==> src/rtl/button_event_arbiter.sv <==
// Round-robin arbiter that queues one-shot button presses into a single
// valid/ready event stream, with per-button pending latches and a drop counter.
module button_event_arbiter #(
  parameter int N_BUTTONS      = 4,
  parameter int ID_WIDTH       = 2,
  parameter int DROP_CNT_WIDTH = 8
) (
  input  logic                      clk,
  input  logic                      rst,
  input  logic [N_BUTTONS-1:0]      btn_pulse,
  input  logic                      event_ready,
  output logic                      event_valid,
  output logic [ID_WIDTH-1:0]       event_id,
  output logic [N_BUTTONS-1:0]      pending,
  output logic [DROP_CNT_WIDTH-1:0] drop_count
);

  typedef enum logic {EMPTY, FULL} state_e;

  localparam int IW = ID_WIDTH + 1;
  localparam int SW = DROP_CNT_WIDTH + 5;
  localparam logic [IW-1:0] NB = IW'(N_BUTTONS);
  localparam logic [SW-1:0] SAT = {{5{1'b0}}, {DROP_CNT_WIDTH{1'b1}}};

  state_e                    state_q, state_d;
  logic [ID_WIDTH-1:0]       id_q, id_d;
  logic [N_BUTTONS-1:0]      pend_q, pend_d;
  logic [ID_WIDTH-1:0]       rr_q, rr_d;
  logic [DROP_CNT_WIDTH-1:0] drop_q, drop_d;

  logic                 load;
  logic                 gnt;
  logic [ID_WIDTH-1:0]  gnt_id;
  logic [N_BUTTONS-1:0] gnt_oh;
  logic [N_BUTTONS-1:0] drops;
  logic [IW-1:0]        idx;
  logic [SW-1:0]        pop;
  logic [SW-1:0]        sum;

  always_comb begin
    state_d = state_q;
    id_d    = id_q;
    rr_d    = rr_q;
    gnt     = 1'b0;
    gnt_id  = '0;
    idx     = '0;
    pop     = '0;
    load    = (state_q == EMPTY) || event_ready;

    // cyclic scan of the registered latches starting at the pointer
    for (int k = 0; k < N_BUTTONS; k++) begin
      idx = {1'b0, rr_q} + IW'(k);
      if (idx >= NB) idx = idx - NB;
      if (load && !gnt && pend_q[idx[ID_WIDTH-1:0]]) begin
        gnt    = 1'b1;
        gnt_id = idx[ID_WIDTH-1:0];
      end
    end

    gnt_oh = gnt ? (N_BUTTONS'(1) << gnt_id) : '0;
    pend_d = (pend_q & ~gnt_oh) | btn_pulse;
    drops  = btn_pulse & pend_q & ~gnt_oh;

    for (int i = 0; i < N_BUTTONS; i++) begin
      pop = pop + SW'(drops[i]);
    end
    sum    = SW'(drop_q) + pop;
    drop_d = (sum > SAT) ? '1 : sum[DROP_CNT_WIDTH-1:0];

    if (load) begin
      if (gnt) begin
        state_d = FULL;
        id_d    = gnt_id;
        rr_d    = (gnt_id == ID_WIDTH'(N_BUTTONS - 1)) ? '0 : gnt_id + 1'b1;
      end else begin
        state_d = EMPTY;
      end
    end
  end

  always_ff @(posedge clk or negedge rst) begin
    if (!rst) begin
      state_q <= EMPTY;
      id_q    <= '0;
      pend_q  <= '0;
      rr_q    <= '0;
      drop_q  <= '0;
    end else begin
      state_q <= state_d;
      id_q    <= id_d;
      pend_q  <= pend_d;
      rr_q    <= rr_d;
      drop_q  <= drop_d;
    end
  end

  assign event_valid = (state_q == FULL);
  assign event_id    = id_q;
  assign pending     = pend_q;
  assign drop_count  = drop_q;

endmodule

==> config.mk <==
export PLATFORM = sky130hd
export DESIGN_NAME = button_event_arbiter
export DESIGN_NICKNAME = d
export VERILOG_FILES = /design/src/rtl/button_event_arbiter.sv
export SDC_FILE = /design/constraint.sdc
export NUM_CORES = 1
export LEC_CHECK = 0
export CAP_MARGIN = 20
export CELL_PAD_IN_SITES_DETAIL_PLACEMENT = 1
export CELL_PAD_IN_SITES_GLOBAL_PLACEMENT = 2
export CORE_MARGIN = 4
export CORE_UTILIZATION = 29
export CTS_CLUSTER_SIZE = 16
export DETAILED_ROUTE_END_ITERATION = 10
export PLACE_DENSITY_LB_ADDON = 0.1
export SKIP_LAST_GASP = 1
export SLEW_MARGIN = 20
export SYNTH_ARGS = -nofsm -noshare
export SYNTH_HDL_FRONTEND = slang
export SYNTH_SLANG_ARGS = --single-unit
==> constraint.sdc <==
create_clock -name clk -period 3.8 [get_ports clk]
set_input_delay 0.57 -clock clk [delete_from_list [all_inputs] [get_ports clk]]
set_output_delay 0.57 -clock clk [all_outputs]
set_load 0.005 [all_outputs]
# Word-level counts from Yosys, hierarchy flattened
# Cells that the tools add are included.
[classes] addsub=12 n_bitwise=6 shifts=1 n_reduce_logical=12 eq_ne=1 n_mux=24 order_cmp=9
[op_table] operator="2-to-1 mux 2 bit" n=9
[op_table] operator="bitwise AND 4 bit" n=3
[op_table] operator="less-than comparator 2 x 3 -> 1 bit (second input constant)" n=4
[op_table] operator="adder 8 x 4 -> 9 bit" n=1
[op_table] operator="greater-or-equal comparator 3 bit (second input constant)" n=3
[op_table] operator="> comparator 9 x 8 -> 1 bit (second input constant)" n=1
[op_table] operator="2-to-1 mux 1 bit" n=9
[op_table] operator="binary-select mux 1 bit (select 2 bit)" n=4
[op_table] operator="2-to-1 mux 8 bit" n=1
[op_table] operator="subtractor 2 x 1 -> 2 bit (second input constant)" n=4
[op_table] operator="logical AND 1 bit" n=7
[op_table] operator="adder 2 x 2 -> 3 bit (second input constant)" n=2
[op_table] operator="adder 3 x 1 -> 4 bit" n=1
[op_table] operator="2-to-1 mux 4 bit" n=1
[op_table] operator="inverter 4 bit" n=1
[op_table] operator="OR 4 bit" n=1
[op_table] operator="<< shifter 1 x 2 -> 4 bit (first input constant)" n=1
[op_table] operator="adder 2 x 1 -> 3 bit" n=1
[op_table] operator="adder 2 x 1 -> 3 bit (second input constant)" n=1
[op_table] operator="greater-or-equal comparator 2 x 3 -> 1 bit (second input constant)" n=1
[op_table] operator="logical NOT 1 bit" n=3
[op_table] operator="adder 1 x 1 -> 2 bit" n=1
[op_table] operator="adder 2 x 1 -> 2 bit (second input constant)" n=1
[op_table] operator="equality test 2 bit (second input constant)" n=1
[op_table] operator="3 further kinds" n=3
[totals] reg_bits=17 output_inout_bits=15

# Longest topological paths before layout
[depth] word_depth=28 mapped_depth=17 ltp_nobuf=15

# Worst setup path before layout
# No wires, ideal clock.
[synth_timing] path_kind="input port to flip-flop" start="input port event_ready" end="register drop_q[3] (netlist: drop_count[3])" stages=16 t_arrival_ps=3700 setup_time_ps=133 slack_ps=-33 required_time_ps=3667 path_buffers=1 cell_sequence="or2b_2 -> o21ai_0 -> or3_1 -> buf_6 -> o221ai_2 -> inv_1 -> ha_1 -> a21boi_0 -> nand3b_1 -> fa_1 -> fa_1 -> inv_1 -> fa_1 -> and3_1 -> nand3_1 -> o21ai_0"
[synth_via] elab_chain_cells=25
[synth_rtl] item="start: declaration" line_no="11" source="input logic event_ready,"
[synth_rtl] item="logical OR 1 bit (*)" line_no="48" source="load = (state_q == EMPTY) || event_ready;"
[synth_rtl] item="logical AND 1 bit" line_no="54" source="if (load && !gnt && pend_q[idx[ID_WIDTH-1:0]]) begin"
[synth_rtl] item="2-to-1 mux 1 bit" line_no="54"
[synth_rtl] item="logical NOT 1 bit" line_no="54"
[synth_rtl] item="logical AND 1 bit (2 in a row)" line_no="54"
[synth_rtl] item="2-to-1 mux 1 bit" line_no="54"
[synth_rtl] item="logical NOT 1 bit" line_no="54"
[synth_rtl] item="logical AND 1 bit (2 in a row)" line_no="54"
[synth_rtl] item="(+5 left out)"
[synth_rtl] item="net gnt_id[0]" line_no="33" source="logic [ID_WIDTH-1:0] gnt_id;"
[synth_rtl] item="(+3 left out)"
[synth_rtl] item="bitwise AND 4 bit (*)" line_no="62" source="drops = btn_pulse & pend_q & ~gnt_oh;"
[synth_rtl] item="adder 1 x 1 -> 2 bit" line_no="65" source="pop = pop + SW'(drops[i]);"
[synth_rtl] item="adder 2 x 1 -> 3 bit" line_no="65"
[synth_rtl] item="adder 3 x 1 -> 4 bit (*)" line_no="65"
[synth_rtl] item="adder 8 x 4 -> 9 bit (*)" line_no="67" source="sum = SW'(drop_q) + pop;"
[synth_rtl] item="> comparator 9 x 8 -> 1 bit" line_no="68" source="drop_d = (sum > SAT) ? '1 : sum[DROP_CNT_WIDTH-1:0];"
[synth_rtl] item="2-to-1 mux 8 bit (*)" line_no="68"
[synth_rtl] item="net drop_d[3]" line_no="29" source="logic [DROP_CNT_WIDTH-1:0] drop_q, drop_d;"
[synth_rtl] item="end signal: assignment" line_no="93" source="drop_q <= drop_d;"
[synth_rtl] item="end: declaration" line_no="29"
# The timed path passes the listed nets; every way through them passes the cells marked *.
# A chain may end at the register's enable or synchronous reset.

# Final worst setup path
[layout_timing] start="register rr_q[1]" end="register drop_q[6] (netlist: drop_count[6])"
[layout_via] elab_chain_cells=28
[layout_rtl] item="start: declaration" line_no="28" source="logic [ID_WIDTH-1:0] rr_q, rr_d;"
[layout_rtl] item="start signal: assignment" line_no="92" source="rr_q <= rr_d;"
[layout_rtl] item="greater-or-equal comparator 2 x 3 -> 1 bit / subtractor 2 x 1 -> 2 bit (equally long branches)" line_no="53" source="if (idx >= NB) idx = idx - NB;"
[layout_rtl] item="2-to-1 mux 2 bit" line_no="53"
[layout_rtl] item="binary-select mux 1 bit (select 2 bit)" line_no="54"
[layout_rtl] item="2-to-1 mux 1 bit (not written as such)" line_no="54"
[layout_rtl] item="logical AND 1 bit" line_no="54"
[layout_rtl] item="2-to-1 mux 1 bit" line_no="54"
[layout_rtl] item="logical NOT 1 bit" line_no="54"
[layout_rtl] item="logical AND 1 bit (2 in a row)" line_no="54"
[layout_rtl] item="(+9 left out)"
[layout_rtl] item="net gnt_id[0]" line_no="33"
[layout_rtl] item="(+3 left out)"
[layout_rtl] item="bitwise AND 4 bit (*)" line_no="62"
[layout_rtl] item="adder 1 x 1 -> 2 bit" line_no="65"
[layout_rtl] item="adder 2 x 1 -> 3 bit" line_no="65"
[layout_rtl] item="adder 3 x 1 -> 4 bit (*)" line_no="65"
[layout_rtl] item="adder 8 x 4 -> 9 bit (*)" line_no="67"
[layout_rtl] item="> comparator 9 x 8 -> 1 bit" line_no="68"
[layout_rtl] item="2-to-1 mux 8 bit (*)" line_no="68"
[layout_rtl] item="net drop_d[6]" line_no="29"
# The timed path passes the listed nets; every way through them passes the cells marked *. The select of a mux whose other input is x is not followed.

==> impl_metrics.yaml <==
outcome:
  run_status: "finished clean"
worst_setup_path:
  crit_fanout: 5
  critical_path_arrival_ps: 3920
  worstSetupStartpointType: "flop"
  cp_num_buf_inv: 3
  path_class: "flop to flop"
  worstPathCellList: "clkbuf_2 -> or4b_4 -> a21oi_2 -> a21oi_2 -> o221ai_4 -> inv_2 -> ha_4 -> a21boi_4 -> nand3b_1 -> fa_1 -> fa_2 -> inv_2 -> fa_2 -> and3_4 -> and2_4 -> a21oi_1"
  endpoint_kind: "flop"
  crit_slowest_cell: "fa_1"
  critPathMaxStageDelay_ps: 580
  critPathRequiredTime_ps: 3990
  cpLargestDelayFamily: "adder cells"
logic_synthesis:
  synth-edff-count: 0
  seq_area_frac_synth: 0.358
  synth_top_area_share: 0.358
  postSynth.asyncResetShare: 1.00
  ys.flop_type: "dfrtp_1"
  ys_seq_elements: 17
  synth_cell_types: 39
  syn_inst: 118
  synth.net_count: 133
  synth.area.top_cells: "dfrtp_1, ha_1, fa_1"
  yosys.area.top_type: "dfrtp_1"
  ys_warn_count: 0
  synth_area_sq_um: 1190
  avgSynthCellArea_sq_um: 10.1
detailed_routing:
  routed_wl_um: 3350
  first_pass_iters: 4
  ant_nets: 0
  num_vias: 1068
  drtIter0Drc: 32
  drc_errors: 0
  routedWlPerCell_um: 15.3
  vias_per_cell: 4.90
final_layout:
  n_fill_cell: 446
  drive_gt1_frac: 0.435
  final_cell_mix: "buf_4, clkdlybuf4s50_1, dfrtp_1"
  syn2layout_area_growth_pct: 56.4
  seq_area_sq_um: 429
  nNetsFinal: 186
  antenna_cells_inserted: 0
  layout_commonest_cell: "buf_4"
  multiInputGateArea_sq_um: 831
clocking:
  cts_sinks: 17
  ctsHoldBuffers: 0
  clk_latency_ps: 260
  cts_buffers: 3
  clk_path_buf_depth: 2
  cts_tree: "built"
  clk_pin_slew_ps: 80
  cts-root-buf: "clkbuf_8"
  htreeDepth: 1
die:
  die_x_um: 72.0
  start_util: 0.313
  core_sq_um: 3800
  dieHeight_um: 72.0
  fp.dieArea_sq_um: 5180
  io_pins: 22
  rows: 22
sta:
  finalCritPeriodShare: 0.982
  tightest_slew_ps: 821
  skew_ps: 3.00
  tns_ps: 0
  rsz0062_at_grt: "true"
  worst_hold_slack_ps: 494
  min_period_ps: 3730
  relSlewSlack: 0.451
  clock.fmax_mhz: 268
  slew_violations: 0
  finalSetupViolations: 0
  hold_violations: 0
placement:
  gp_congestion: 0.765
  io_buffers: 21
  hpwl_um: 2460
power_and_ir_drop:
  vdd_drop_max_mv: 0.309
  finalPower_w: 0.00160
  leakagePower_nw: 0.826
  p_clk_frac: 0.094
  power.internal_w: 0.000950
  p_per_area_nw_per_um2: 864
  seqPwrFrac: 0.227
  netSwitchingFraction: 0.408
  pwr-share-comb: 0.679
  p_switching_w: 0.000654
global_route:
  grt_pass1_wl_um: 5380
  grt_remaining_overflow: 0
  grt_pass1_vias: 1095
  track_usage: 0.133
  grt_max_degree: 18
  antenna_found_initial: 0
min_path:
  hp-class: "flop to flop"
flow_run:
  cap_violations: 0
## cell families after synthesis
| group | Yosys count | share of synthesized area |
|---|---|---|
| compound gates | 34 | 0.209 |
| xor+xnor | 2 | 0.0148 |
| fa+ha+maj | 8 | 0.103 |
| buf+inv | 15 | 0.0674 |
| flops | 17 | 0.358 |
| mux | 3 | 0.0337 |
| simple gates | 39 | 0.214 |
## flip-flops by register name, indices dropped and copies added (netlist names)
register     count
pending          4
event_valid      1
rr_q             2
event_id         2
drop_count       8
## power groups by stage
stage          clock network, W  logic [W]  registers, W
2_1_floorplan                 0   0.000509      0.000347
3_3_place_gp                  0   0.000862      0.000364
3_5_place_dp                  0   0.000875      0.000368
4_1_cts                0.000157   0.000927      0.000371
5_1_grt                0.000166    0.00119      0.000382
6_report               0.000151    0.00109      0.000364
## worst reg2reg max path, delay by kind of cell, from the launching register on
kind                       cells  cell delay (ps)
AOI/OAI and AO/OA              5              690
and+or+nand+nor                4             1000
buffers and inverters          3              300
adders and majority gates      4             1300
DFF                            1              370
## routing by layer
layer  up-vias  GRT usage  share of wire
met5         -          0              0
met1       517      0.190           0.49
li1        521          -              -
met2        26      0.197           0.45
met4         0     0.0397         0.0093
met3         4     0.0319          0.051
## synthesized netlist by cell type (all sizes together), types with 3 or more instances
| cell type | n |
|---|---|
| o21bai | 5 |
| nand3b | 5 |
| and3 | 4 |
| ha | 5 |
| fa | 3 |
| nand2b | 5 |
| o21ai | 7 |
| a21boi | 4 |
| a21oi | 10 |
| buf | 3 |
| nand3 | 3 |
| nand2 | 6 |
| inv | 11 |
| nor3 | 3 |
| dfrtp | 17 |
## path summary, 6_finish.rpt
path                            slack (ps)  cells past startpoint   startpoint            end
min in group asynchronous              780                      1          rst  drop_count[1]
worst min-delay path                   490                      1  event_id[1]    event_id[1]
worst min register to register         490                      1  event_id[1]    event_id[1]
max in group asynchronous             2460                      1          rst     pending[2]
worst max-delay path                    70                     16      rr_q[1]  drop_count[6]
worst max register to register          70                     16      rr_q[1]  drop_count[6]
## timing repair
item | 4_1_cts | 5_1_grt
resized for setup | 14 | 25
pin swaps | 5 | 14
endpoints found under the setup margin | 8 | 8
hold endpoints to repair | 0 | 0
setup buffers | 3 | 4
## layout make-up
cell class	instances	share of cell area
clock buffer	3	0.0222
timing repair buffer	52	0.241
inverter	11	0.0222
multi-input combinational	86	0.447
clock inverter	1	0.00404
sequential	17	0.231
tap	48	0.0323
## through the flow
step / std cells / setup slack, ps / area (sq um) / util
3_5_place_dp: 207 / -563 / 1620 / 0.426
4_1_cts: 214 / 0.762 / 1720 / 0.454
6_report: 218 / 68.9 / 1860 / 0.489
5_1_grt: 218 / -103 / 1860 / 0.489
2_1_floorplan: 118 / 8.85 / 1210 / -
3_3_place_gp: 207 / -448 / 1620 / 0.426
(Power assumes the default switching activity.)
